`src/rtl/mc_control_fsm.sv`:
```
// rtl/mc_control_fsm.sv - multi-cycle control sequencer for the MIPS-subset datapath
module mc_control_fsm #(
  parameter int RETIRE_W = 32
) (
  input  logic                clk,
  input  logic                reset_n,
  input  logic [5:0]          Op,
  input  logic [5:0]          Func,
  input  logic                mem_ready,
  output logic                IRWrite,
  output logic                PCWrite,
  output logic                RegWrite,
  output logic                MemWrite,
  output logic [2:0]          RegDstSel,
  output logic [2:0]          ALUSrcSel,
  output logic [2:0]          toRegSel,
  output logic [2:0]          NPCOp,
  output logic [3:0]          ALUOp,
  output logic [2:0]          EXTOp,
  output logic [2:0]          state,
  output logic                illegal,
  output logic [RETIRE_W-1:0] retire_cnt
);

  // Sequencer states; the numeric values are visible on the state port.
  localparam logic [2:0] ST_FETCH  = 3'd0;
  localparam logic [2:0] ST_DECODE = 3'd1;
  localparam logic [2:0] ST_EXEC   = 3'd2;
  localparam logic [2:0] ST_MEM    = 3'd3;
  localparam logic [2:0] ST_WB     = 3'd4;

  // Primary opcodes.
  localparam logic [5:0] OP_RTYPE = 6'h00;
  localparam logic [5:0] OP_JAL   = 6'h03;
  localparam logic [5:0] OP_BEQ   = 6'h04;
  localparam logic [5:0] OP_ORI   = 6'h0D;
  localparam logic [5:0] OP_LUI   = 6'h0F;
  localparam logic [5:0] OP_LW    = 6'h23;
  localparam logic [5:0] OP_SW    = 6'h2B;

  // R-type function codes. The trapping and non-trapping add/sub encodings
  // both map to the wrapping datapath ops, since the datapath has no
  // overflow exception.
  localparam logic [5:0] FN_JR    = 6'h08;
  localparam logic [5:0] FN_ADD   = 6'h20;
  localparam logic [5:0] FN_ADDU  = 6'h21;
  localparam logic [5:0] FN_SUB   = 6'h22;
  localparam logic [5:0] FN_SUBU  = 6'h23;
  localparam logic [5:0] FN_XOR   = 6'h26;

  // Datapath select encodings shared with the single-cycle control.
  localparam logic [2:0] RD_RT    = 3'b000;
  localparam logic [2:0] RD_RD    = 3'b001;
  localparam logic [2:0] RD_RA    = 3'b010;
  localparam logic [2:0] AS_RD2   = 3'b000;
  localparam logic [2:0] AS_EXT   = 3'b001;
  localparam logic [2:0] TR_ALU   = 3'b000;
  localparam logic [2:0] TR_MEM   = 3'b001;
  localparam logic [2:0] TR_EXT   = 3'b010;
  localparam logic [2:0] TR_PC4   = 3'b011;
  localparam logic [2:0] NPC_PC4  = 3'b000;
  localparam logic [2:0] NPC_BEQ  = 3'b001;
  localparam logic [2:0] NPC_JAL  = 3'b010;
  localparam logic [2:0] NPC_JR   = 3'b011;
  localparam logic [3:0] ALU_NONE = 4'b0000;
  localparam logic [3:0] ALU_OR   = 4'b0001;
  localparam logic [3:0] ALU_ADD  = 4'b0010;
  localparam logic [3:0] ALU_SUB  = 4'b0011;
  localparam logic [3:0] ALU_XOR  = 4'b0101;
  localparam logic [2:0] EXT_ZERO = 3'b000;
  localparam logic [2:0] EXT_SIGN = 3'b001;
  localparam logic [2:0] EXT_LUI  = 3'b010;

  logic [2:0]          state_q;
  logic [2:0]          state_d;
  logic [5:0]          op_q;
  logic [5:0]          func_q;
  logic [RETIRE_W-1:0] retire_q;

  logic is_addu;
  logic is_subu;
  logic is_xor;
  logic is_jr;
  logic is_ori;
  logic is_lui;
  logic is_lw;
  logic is_sw;
  logic is_beq;
  logic is_jal;
  logic is_legal;

  logic ir_write;
  logic pc_write;
  logic reg_write;
  logic mem_write;
  logic illegal_raw;
  logic retire;

  // Instruction class decode from the latched IR fields.
  always_comb begin
    is_addu  = (op_q == OP_RTYPE) && ((func_q == FN_ADDU) || (func_q == FN_ADD));
    is_subu  = (op_q == OP_RTYPE) && ((func_q == FN_SUBU) || (func_q == FN_SUB));
    is_xor   = (op_q == OP_RTYPE) && (func_q == FN_XOR);
    is_jr    = (op_q == OP_RTYPE) && (func_q == FN_JR);
    is_ori   = (op_q == OP_ORI);
    is_lui   = (op_q == OP_LUI);
    is_lw    = (op_q == OP_LW);
    is_sw    = (op_q == OP_SW);
    is_beq   = (op_q == OP_BEQ);
    is_jal   = (op_q == OP_JAL);
    is_legal = is_addu | is_subu | is_xor | is_jr | is_ori |
               is_lui | is_lw | is_sw | is_beq | is_jal;
  end

  // Datapath selects: held at zero during FETCH, otherwise decoded from the IR.
  always_comb begin
    RegDstSel = RD_RT;
    ALUSrcSel = AS_RD2;
    toRegSel  = TR_ALU;
    NPCOp     = NPC_PC4;
    ALUOp     = ALU_NONE;
    EXTOp     = EXT_ZERO;
    if (state_q != ST_FETCH) begin
      if (is_addu || is_subu || is_xor) RegDstSel = RD_RD;
      else if (is_jal)                  RegDstSel = RD_RA;

      if (is_ori || is_lw || is_sw) ALUSrcSel = AS_EXT;

      if (is_lw)       toRegSel = TR_MEM;
      else if (is_lui) toRegSel = TR_EXT;
      else if (is_jal) toRegSel = TR_PC4;

      if (is_beq)      NPCOp = NPC_BEQ;
      else if (is_jal) NPCOp = NPC_JAL;
      else if (is_jr)  NPCOp = NPC_JR;

      // beq compares by subtraction; the ALU zero flag drives the branch.
      if (is_addu || is_lw || is_sw) ALUOp = ALU_ADD;
      else if (is_subu || is_beq)    ALUOp = ALU_SUB;
      else if (is_ori)               ALUOp = ALU_OR;
      else if (is_xor)               ALUOp = ALU_XOR;

      if (is_lw || is_sw || is_beq) EXTOp = EXT_SIGN;
      else if (is_lui)              EXTOp = EXT_LUI;
    end
  end

  // Per-state write enables and next-state selection, before reset gating.
  always_comb begin
    state_d     = state_q;
    ir_write    = 1'b0;
    pc_write    = 1'b0;
    reg_write   = 1'b0;
    mem_write   = 1'b0;
    illegal_raw = 1'b0;
    case (state_q)
      ST_FETCH: begin
        ir_write = mem_ready;
        if (mem_ready) state_d = ST_DECODE;
      end
      ST_DECODE: begin
        state_d = ST_EXEC;
      end
      ST_EXEC: begin
        if (!is_legal) begin
          // Skip the offending word: advance PC to PC+4 without retiring.
          illegal_raw = 1'b1;
          pc_write    = 1'b1;
          state_d     = ST_FETCH;
        end else if (is_beq || is_jr) begin
          pc_write = 1'b1;
          state_d  = ST_FETCH;
        end else if (is_lw || is_sw) begin
          state_d = ST_MEM;
        end else begin
          state_d = ST_WB;
        end
      end
      ST_MEM: begin
        // Store request is held until memory acknowledges it.
        mem_write = is_sw;
        if (mem_ready) begin
          if (is_sw) begin
            pc_write = 1'b1;
            state_d  = ST_FETCH;
          end else begin
            state_d = ST_WB;
          end
        end
      end
      ST_WB: begin
        reg_write = 1'b1;
        pc_write  = 1'b1;
        state_d   = ST_FETCH;
      end
      default: begin
        state_d = ST_FETCH;
      end
    endcase
  end

  // Reset forces every side effect off in the same cycle, aborting any
  // in-flight instruction without a partial write.
  always_comb begin
    IRWrite  = ir_write    & reset_n;
    PCWrite  = pc_write    & reset_n;
    RegWrite = reg_write   & reset_n;
    MemWrite = mem_write   & reset_n;
    illegal  = illegal_raw & reset_n;
    retire   = PCWrite & ~illegal_raw;
  end

  // State register, IR field latch and retired-instruction counter.
  always_ff @(posedge clk) begin
    if (!reset_n) begin
      state_q  <= ST_FETCH;
      op_q     <= 6'h00;
      func_q   <= 6'h00;
      retire_q <= '0;
    end else begin
      state_q <= state_d;
      if (IRWrite) begin
        op_q   <= Op;
        func_q <= Func;
      end
      if (retire) retire_q <= retire_q + RETIRE_W'(1);
    end
  end

  assign state      = state_q;
  assign retire_cnt = retire_q;

endmodule

```
`config.mk`:
```
export PLATFORM = sky130hd
export DESIGN_NAME = mc_control_fsm
export DESIGN_NICKNAME = d
export VERILOG_FILES = /design/src/rtl/mc_control_fsm.sv
export SDC_FILE = /design/constraint.sdc
export NUM_CORES = 1
export LEC_CHECK = 0
export ABC_AREA = 1
export CAP_MARGIN = 30
export CORE_MARGIN = 2
export CORE_UTILIZATION = 45
export DETAILED_ROUTE_END_ITERATION = 10
export GPL_TIMING_DRIVEN = 1
export PLACE_DENSITY_LB_ADDON = 0.2
export SYNTH_ARGS = -nofsm -noshare
export SYNTH_HDL_FRONTEND = slang
export SYNTH_SLANG_ARGS = --single-unit
```
`constraint.sdc`:
```
create_clock -name clk -period 1.51 [get_ports clk]
set_input_delay 0.302 -clock clk [delete_from_list [all_inputs] [get_ports clk]]
set_output_delay 0.302 -clock clk [all_outputs]
set_load 0.005 [all_outputs]
```
## Word level (Yosys, flattened, before mapping)

Index checks and enable logic that the tools add are counted.

| storage, ports and cells | value |
|---|---|
| register bits | 47 |
| bits of input ports | 15 |
| word-level logic and storage cells | 97 |

| cells by class | value |
|---|---|
| eq/ne operators | 18 |
| reduce and logical (&&, ||, !) cells | 20 |
| add/subtract/negate cells | 1 |
| muxes and demuxes | 38 |
| bitwise gates (word level) | 16 |

Operator list:

| cell | count |
|---|---|
| 6-bit == test, second input constant | 7 |
| 3-bit two-way mux | 11 |
| 32-bit by 1-bit adder with 32-bit output, second input constant | 1 |
| 2-bit two-way mux | 14 |
| 6-bit by 4-bit == test with 1-bit output, second input constant | 3 |
| 1-bit logical OR | 12 |
| 3-bit case mux with 4 select lines | 1 |
| 1-bit two-way mux | 11 |
| 1-bit OR | 9 |
| 1-bit AND | 6 |
| 3-bit by 2-bit == test with 1-bit output, second input constant | 2 |
| 6-bit by 2-bit == test with 1-bit output, second input constant | 1 |
| 6-bit by 3-bit == test with 1-bit output, second input constant | 1 |
| 6-bit zero test | 1 |
| 1-bit logical AND | 4 |
| 2-bit != test, second input constant | 2 |
| 3-bit by 1-bit == test with 1-bit output, second input constant | 1 |
| 3-bit == test, second input constant | 1 |
| 3-bit zero test | 1 |
| 1-bit case mux with 3 select lines | 1 |
| 3-bit nonzero test | 1 |
| 2-bit AND reduction | 1 |
| 1-bit NOT | 1 |

## Depth between registers and ports, before layout

Gate-level depths: netlist of the first run.

| depth | value |
|---|---|
| depth in word-level cells | 16 |
| gate-level depth with buffers | 13 |

## Least setup slack after synthesis of the first run

OpenSTA, ideal clock, no wires.

| timing path | value |
|---|---|
| path type | flip-flop to flip-flop |
| start point | register retire_q[0] (netlist: retire_cnt[0]) |
| end point | register retire_q[30] (netlist: retire_cnt[30]) |
| slack | -0.157 ns |
| setup time | 0.071 ns |
| clock period less this slack | 1.667 ns |
| required time | 1.439 ns |
| stages on the path, launching flop included | 10 |
| data arrival time | 1.596 ns |
| cells stage by stage | dfxtp_1 > ha_1 > inv_1 > nor2_1 > inv_1 > nor3_1 > nand2_1 > xnor2_1 > nand4_1 > a21oi_1 |

| between the ends | value |
|---|---|
| cells in the longest elaborated chain, start to end | 1 |

Ends and longest elaborated chain:

| what | RTL line | RTL |
|---|---|---|
| from (decl) | 78 | `logic [RETIRE_W-1:0] retire_q;` |
| from (signal assigned) | 226 | `if (retire) retire_q <= retire_q + RETIRE_W'(1);` |
| 32-bit by 1-bit adder with 32-bit output | 226 |  |

No other way between the ends.
A chain may end at the register's enable or synchronous reset.

## Worst setup path in the final report of the first run

| timing path | value |
|---|---|
| start point | register op_q[0] |
| end point | register retire_q[28] (netlist: retire_cnt[28]) |

| between the ends | value |
|---|---|
| cells in the longest elaborated chain, start to end | 15 |

Ends and longest elaborated chain:

| what | RTL line | RTL |
|---|---|---|
| from (decl) | 76 | `logic [5:0] op_q;` |
| from (signal assigned) | 223 | `op_q <= Op;` |
| 6-bit zero test | - |  |
| 1-bit logical AND, on equally long branches | 101, 102 |  |
| 1-bit OR (5 in series) | 111 | `is_legal = is_addu \| is_subu \| is_xor \| is_jr \| is_ori \|` |
| 1-bit OR (4 in series) | 112 | `is_lui \| is_lw \| is_sw \| is_beq \| is_jal;` |
| 1-bit two-way mux | 165 | `if (!is_legal) begin` |
| 1-bit case mux with 3 select lines / 1-bit two-way mux (equally long branches) | 156 | `case (state_q)` |
| 1-bit AND / 1-bit NOT (equally long branches) | 206, 210 |  |
| 1-bit AND * | 210 | `retire = PCWrite & ~illegal_raw;` |

Mark *: on every way between the ends. The rest lies on a longest branch, timed or not.

==> reports/summary.txt, run 1 <==
================================================================================
WP data required                                                         1.67 ns
Worst-skew pair later-pin latency                                        0.30 ns
Number of slew-limit violations in the final report                            0
Aggregate global-route resource usage                                      31.2%
Critical path startpoint category                                       register
Starting Density                                                           46.1%
Critical path endpoint category                                         register
Number of antenna violations at the first check in global routing              0
Number of clock buffers inserted by TritonCTS                                  5
Pre-CTS worst setup slack                                              -0.575 ns
Sequential share of power                                                  39.9%
Slew at the pin closest to its max-slew limit                           0.642 ns
Share of layout cells above drive strength 1                               48.2%
Maximum net fanout on the critical path                                       10
Data arrival time of the critical path                                   2.32 ns
Core Footprint                                                        6720 sq um
Power Density                                                        635 nW/um^2
Synthesized cell area                                                 3100 sq um
Register bit total from synthesis                                             47
Netlist cell types                                                            35
Combinational share of power                                               34.5%
Tcrit/Tclk final                                                            143%
Number of global-route vias before repair                                   3928
X dimension of the die                                                   87.0 um
Syn. warnings                                                                  0
Proportion of netlist area held by the largest area contributor            30.3%
Fin worst setup slack                                                  -0.647 ns
NetSw                                                                    1.17 mW
Remaining antenna violation count after routing                                0
Type of the most critical hold path                                 register to register
Placement row count                                                           30
Total of hold buffers inserted after clock tree synthesis                      0
CTS tree                                                                     yes
Total negative slack for setup checks                                  -26.81 ns
Post-route clock skew                                                 0.00681 ns
Portion of netlist area occupied by mux cells                                 0%
Iter 0 DRT Violations                                                        286
Global placement routability congestion                                    0.998
DRC violations left                                                            0
Failing checks                                                      negative setup slack
Worst VDD drop                                                        0.000490 V
Sum of routed wire segments on met1                                      4790 um
Mapped Cells                                                                 468
Count of port buffers added during placement                                  66
WL met2                                                                  6280 um
Wire length on met3                                                       911 um
GRT Residual Overflow                                                          0
RSZ-0062 raised after global routing                                        true
Simple logic cell fraction of the synthesized area                         40.1%
Post-synthesis cell type with the largest combined area                  dfxtp_1
Syn Area/Cell                                                         6.62 sq um
Per-cell via count in the routed design                                     5.60
Share of the synthesized netlist area taken by xor and xnor gates          7.34%
Vias after detailed routing                                                 4108
Clock transition at path regs                                            0.09 ns
Routed wire per std cell                                                 17.0 um
Floorplan die area                                                    7570 sq um
DPL Wire Length                                                          7360 um
Die H                                                                    87.0 um
Fill cells                                                                   461
Max-cap violation count                                                        0
Pin count of the biggest net entering global routing                          41
Layout area overhead                                                       73.7%
TritonCTS Sinks                                                               47
Run status                                                          finished with violations
Number of antenna repair diodes                                                0
Wire length of the first global-routing pass                            18500 um
Net count reported at finish                                                 669
Cell chosen for the clock root                                          clkbuf_8
Leakage                                                                  2.47 nW
H-tree Lvls                                                                    2
Fraction of the mapped netlist area in compound gates                      11.5%
Largest buffer count on any clock path                                         2
Clock network fraction of total power                                      25.6%
Switching power share of the total                                         34.2%
Worst slew margin relative to its limit                                    57.2%
Final Power                                                              3.42 mW
Final setup violation count                                                   50
Adder-cell share of the synthesized area                                  0.404%
Top cells by area in the synthesized netlist                        dfxtp_1 (30%), nand2_1 (12%), nor2_1 (8.7%), nand4_1 (6.5%), xor2_1 (5.4%)
Post-detailed-routing wire length                                       12500 um
Uppermost routed layer                                                      met4
Internal Dissipation                                                     2.25 mW
Count of TritonRoute iterations in the first routing pass                      5
Classification of the worst setup path                              register to register
Main combinational cell family by area after synthesis              simple AND/OR/NAND/NOR gates
I/O pins                                                                      74
Highest Clock Rate                                                       464 MHz
Endpoints failing hold                                                         0
Sequential cell area fraction in the yosys report                          30.3%
Time the final worst path needs with I/O delays and setup                2.16 ns
================================================================================
metrics by stage:
step / std cells / area [sq um] / utilization, % / hold WS [ns]
after floorplan: 474 / 3190 / - / 0.437
after global placement: 697 / 4610 / 68.5 / 0.481
after detailed placement: 697 / 4610 / 68.5 / 0.489
after CTS: 730 / 5090 / 75.8 / 0.496
after global routing: 734 / 5390 / 80.1 / 0.517
final: 734 / 5390 / 80.1 / 0.498
worst paths after layout:
| check | startpoint | to | slack [ns] | cells past startpoint |
|---|---|---|---|---|
| worst max register to register | op_q[0]$_SDFFE_PN0P_ | retire_cnt[28]$_SDFFE_PN0P_ | -0.65 | 14 |
| worst min-delay path | retire_cnt[31]$_SDFFE_PN0P_ | retire_cnt[31]$_SDFFE_PN0P_ | 0.50 | 2 |
| worst max-delay path | op_q[0]$_SDFFE_PN0P_ | retire_cnt[28]$_SDFFE_PN0P_ | -0.65 | 14 |
| worst min register to register | retire_cnt[31]$_SDFFE_PN0P_ | retire_cnt[31]$_SDFFE_PN0P_ | 0.50 | 2 |
placed cells by master (no fill, tap or decap), types with 7 or more instances in the layout:
master,count
a21oi_2,27
conb_1,7
xor2_1,19
buf_2,14
buf_4,105
dfxtp_4,7
nor2_4,9
nor2_2,8
inv_2,8
nand2_2,27
dfxtp_2,36
inv_1,32
nor3_1,15
nor2_1,58
nand2_4,10
xnor2_1,7
nand2_1,79
clkbuf_8,7
nand3_1,9
buf_6,24
dlygate4sd2_1,31
nand4_1,32
clkdlybuf4s50_1,15
a21oi_1,8
what timing repair did:
| item | CTS | global route |
|---|---|---|
| endpoints found under the hold margin | 0 | 0 |
| cloned | 2 | 0 |
| resized for setup | 175 | 92 |
| pin swaps | 29 | 22 |
| endpoints found under the setup margin | 84 | 60 |
| setup buffers | 27 | 6 |
sequential cells by signal, indices dropped and copies added (netlist names):
register / flops
state: 3
retire_cnt: 32
op_q: 6
func_q: 6
critical path: stages (launching register included):
cell	delay, ns
dfxtp_4	0.38
nand2_4	0.13
inv_2	0.08
nand3_4	0.10
nand2_1	0.10
nor2_2	0.12
nand2_2	0.10
o21bai_4	0.17
nand2_2	0.09
buf_6	0.15
nand2_8	0.07
nand3_4	0.17
buf_12	0.23
nand2_1	0.07
a21oi_1	0.06
power groups by stage:
| stage | sequential (mW) | clock (mW) | combinational (mW) |
|---|---|---|---|
| after floorplan | 1.37 | 0 | 0.419 |
| after global placement | 1.37 | 0 | 0.758 |
| after detailed placement | 1.37 | 0 | 0.771 |
| after CTS | 1.36 | 0.887 | 0.989 |
| after global routing | 1.37 | 0.938 | 1.23 |
| final | 1.36 | 0.876 | 1.18 |
cell families (layout without fill, tap and decap cells):
logic type | Yosys count | in the layout
compound gates | 56 | 56
flops | 47 | 47
fa+ha+maj | 1 | 1
buf+inv | 67 | 247
simple gates | 270 | 270
other cells | 1 | 7
xor+xnor | 26 | 26
synth_stat cells:
cell type,n
a211oi_1,8
a21oi_1,25
a21oi_2,10
a31oi_1,1
a41oi_1,2
buf_2,3
buf_4,10
buf_6,3
clkbuf_1,11
conb_1,1
dfxtp_1,47
ha_1,1
inv_1,38
inv_2,2
nand2_1,103
nand2_2,13
nand2_4,1
nand3_1,15
nand3_2,1
nand3_4,1
nand3b_1,5
nand4_1,32
nor2_1,72
nor2_2,2
nor2_4,1
nor3_1,20
nor3_2,1
nor3b_1,1
nor4_1,2
o21ai_0,7
o21ai_1,1
o21bai_2,1
o311ai_0,1
xnor2_1,7
xor2_1,19
layout make-up:
class | count | area, sq um | area share, %
inverter | 40 | 150 | 2.79
timing repair buffer | 199 | 1730 | 32.1
multi-input combinational | 360 | 2300 | 42.6
sequential | 47 | 1010 | 18.8
tap | 80 | 100 | 1.86
clock buffer | 8 | 100 | 1.86
layer usage:
metal / up-vias / track usage (%)
met3: 50 / 5.69
met4: 0 / 13.1
met5: - / 0
met1: 1916 / 36.9
met2: 237 / 54.9
li1: 1905 / -
Power figures use the tool's default switching activity.
==> inputs of run 2 (changes only) <==
- CTS_BUF_LIST: default -> sky130_fd_sc_hd__clkbuf_8 sky130_fd_sc_hd__clkbuf_16
==> run 2 against run 1 <==
The run still ends with negative setup slack left. Final cell count unchanged. Power shrank 0.21%. Wire length hardly changed. Sequential cell count did not move. Worst setup slack got worse by 0.0035 ns. Register-to-register slack barely moved. Die area did not move. Critical path depth stayed put. Hold slack worse by 0.0021 ns. Non-clock buffer count unchanged. Clock skew barely moved. Count of clock-buffer cells in the layout fell by 1. Critical path type unchanged. Critical endpoint unchanged. Largest power group unchanged.
==> reports/summary.txt, run 2 (same netlist as run 1, synthesis figures left out) <==
====================================================================================
Slew at the pin closest to its max-slew limit                               0.650 ns   +0.00784 ns
Number of clock buffers inserted by TritonCTS                                      5   unchanged
Aggregate global-route resource usage                                          31.2%   unchanged
CTS tree                                                                         yes
Power Density                                                            633 nW/um^2   -0.21%
Cell-by-cell listing of the critical path                               nand2_4 -> inv_2 -> nand3_4 -> nand2_1 -> nor2_2 -> nand2_2 -> o21bai_4 -> nand2_2 -> buf_6 -> nand2_8 -> nand3_4 -> buf_12 -> nand2_1 -> a21oi_1
Family with the most delay on the worst path                            simple AND/OR/NAND/NOR gates
Number of antenna violations at the first check in global routing                  0   unchanged
DRC violations left                                                                0   unchanged
Number of flip-flops in the largest register                                      32   unchanged
DPL Wire Length                                                              7360 um   unchanged
Max-cap violation count                                                            0   unchanged
WP data required                                                             1.67 ns   about the same
Failing checks                                                          negative setup slack
Worst Hold Endpoint                                                     retire_cnt[31]$_SDFFE_PN0P_
Data arrival time of the critical path                                       2.32 ns   about the same
Layout area overhead                                                           73.7%   unchanged
Worst-skew pair later-pin latency                                            0.30 ns   about the same
Maximum net fanout on the critical path                                           10   unchanged
Placement row count                                                               30   unchanged
Post-route clock skew                                                     0.00708 ns   +0.000270 ns
Flop-to-flop setup slack                                                    -0.65 ns   about the same
Number of slew-limit violations in the final report                                0   unchanged
Remaining antenna violation count after routing                                    0   unchanged
Count of buffering cells on the critical path with inverters included              3   unchanged
Final Power                                                                  3.41 mW   -0.21%
Commonest non-fill, non-tap cell in the layout                                 buf_4
Fin worst setup slack                                                      -0.650 ns   -0.00352 ns
Per-cell via count in the routed design                                         5.59   about the same
Master of the slowest instance on the critical path                          dfxtp_4
Number of global-route vias before repair                                       3928   unchanged
RSZ-0062 raised after global routing                                            true
Share of layout cells above drive strength 1                                   48.2%   unchanged
Iter 0 DRT Violations                                                            286   unchanged
X dimension of the die                                                       87.0 um   unchanged
Count of port buffers added during placement                                      66   unchanged
Critical path startpoint category                                           register
Most frequent cells in the layout                                       buf_4 (105), nand2_1 (79), nor2_1 (58), dfxtp_2 (36), inv_1 (33)
Time the final worst path needs with I/O delays and setup                    2.16 ns   +0.00352 ns
Worst VDD drop                                                            0.000489 V   about the same
Highest Clock Rate                                                           463 MHz   -0.16%
Reg-to-Reg Start                                                        op_q[0]$_SDFFE_PN0P_
Core Footprint                                                            6720 sq um   unchanged
Starting Density                                                               46.1%   unchanged
Largest buffer count on any clock path                                             2   unchanged
Number of antenna repair diodes                                                    0   unchanged
Leakage                                                                      2.47 nW   +0.17%
Vias after detailed routing                                                     4106   -0.049%
Routed wire per std cell                                                     17.0 um   about the same
Tcrit/Tclk final                                                                143%   +0.23 points
Count of TritonRoute iterations in the first routing pass                          5   unchanged
Classification of the worst setup path                                  register to register
Endpoints failing hold                                                             0   unchanged
Total of hold buffers inserted after clock tree synthesis                          0   unchanged
Run status                                                              finished with violations
Post-detailed-routing wire length                                           12500 um   about the same
End of the worst register-to-register path                              retire_cnt[28]$_SDFFE_PN0P_
Die H                                                                        87.0 um   unchanged
Type of the most critical hold path                                     register to register
Worst-case reg-to-reg path depth                                                  14   unchanged
Cell chosen for the clock root                                              clkbuf_8
TritonCTS Sinks                                                                   47   unchanged
Clock transition at path regs                                                0.09 ns   about the same
Critical path endpoint category                                             register
Hold path start                                                         retire_cnt[31]$_SDFFE_PN0P_
Longest individual stage delay on the worst path                             0.38 ns   about the same
Net count reported at finish                                                     669   unchanged
Floorplan die area                                                        7570 sq um   unchanged
Pin count of the biggest net entering global routing                              41   unchanged
I/O pins                                                                          74   unchanged
Global placement routability congestion                                        0.998   unchanged
Final setup violation count                                                       50   unchanged
H-tree Lvls                                                                        2   unchanged
Cell depth of the worst hold path                                                  2   unchanged
Pre-CTS worst setup slack                                                  -0.575 ns   unchanged
GRT Residual Overflow                                                              0   unchanged
Worst slew margin relative to its limit                                        56.7%   -0.52 points
Wire length of the first global-routing pass                                18500 um   unchanged
====================================================================================
## run 2: how the worst max path moves through the flow
stage                                     from  cells past startpoint                           to  slack (ns)
after floorplan           op_q[1]$_SDFFE_PN0P_                     13  retire_cnt[16]$_SDFFE_PN0P_       -0.05
after global placement    op_q[0]$_SDFFE_PN0P_                      7                      PCWrite       -0.50
after detailed placement  op_q[3]$_SDFFE_PN0P_                      7                      PCWrite       -0.58
after CTS                 op_q[4]$_SDFFE_PN0P_                     10                      PCWrite       -0.51
after global routing      op_q[5]$_SDFFE_PN0P_                     14  retire_cnt[27]$_SDFFE_PN0P_       -0.71
final                     op_q[0]$_SDFFE_PN0P_                     14  retire_cnt[28]$_SDFFE_PN0P_       -0.65
## run 2: repair_timing
action / 4_1_cts / 5_1_grt
pin swaps: 29 / 22
resized for setup: 175 / 92
setup endpoints to repair: 84 / 60
buffers inserted: 27 / 6
cloned: 2 / 0
## run 2: layer usage
metal  vias to the layer above  global-route usage, %  part of all wire (%)
met2                       232                   54.9                    50
met1                      1916                   36.9                    39
li1                       1907                      -                     -
met5                         -                      0                     0
met4                         0                   13.1                   4.0
met3                        51                   5.69                   6.6
## run 2: final cells by class
| cell class | instances | area (sq um) |
|---|---|---|
| clock buffers | 7 | 96.3 |
| well taps | 80 | 100 |
| repair buffers | 199 | 1730 |
| fillers | 461 | 1330 |
| inverters | 40 | 150 |
| multi-input cells | 360 | 2300 |
| clock inverters | 1 | 3.75 |
| flip-flops and latches | 47 | 1010 |
## run 2: worst min-delay path, delay by kind of cell (launching register included)
kind	cells	cell delay, ns
flops	1	0.34
simple gates	1	0.06
compound gates	1	0.05
## run 2: per-stage QoR
step / utilization, % / cell area [sq um] / cells / setup TNS, ns / hold slack, ns
after detailed placement: 68.5 / 4610 / 697 / -21.48 / 0.489
final: 80.1 / 5390 / 734 / -26.85 / 0.496
after floorplan: - / 3190 / 474 / -1.34 / 0.437
after CTS: 75.8 / 5090 / 730 / -22.60 / 0.496
after global routing: 80.1 / 5390 / 734 / -29.71 / 0.517
after global placement: 68.5 / 4610 / 697 / -17.93 / 0.481
## run 2: power by group
part / internal, mW / switching, mW
clock network: 0.413 / 0.456
logic: 0.534 / 0.645
registers: 1.29 / 0.0667
total: 2.24 / 1.17
==> inputs of run 3 (changes only) <==
- CAP_MARGIN: 30 -> 15
==> results of run 3 <==
Final layout, timing and power as in run 2 (identical DEF).
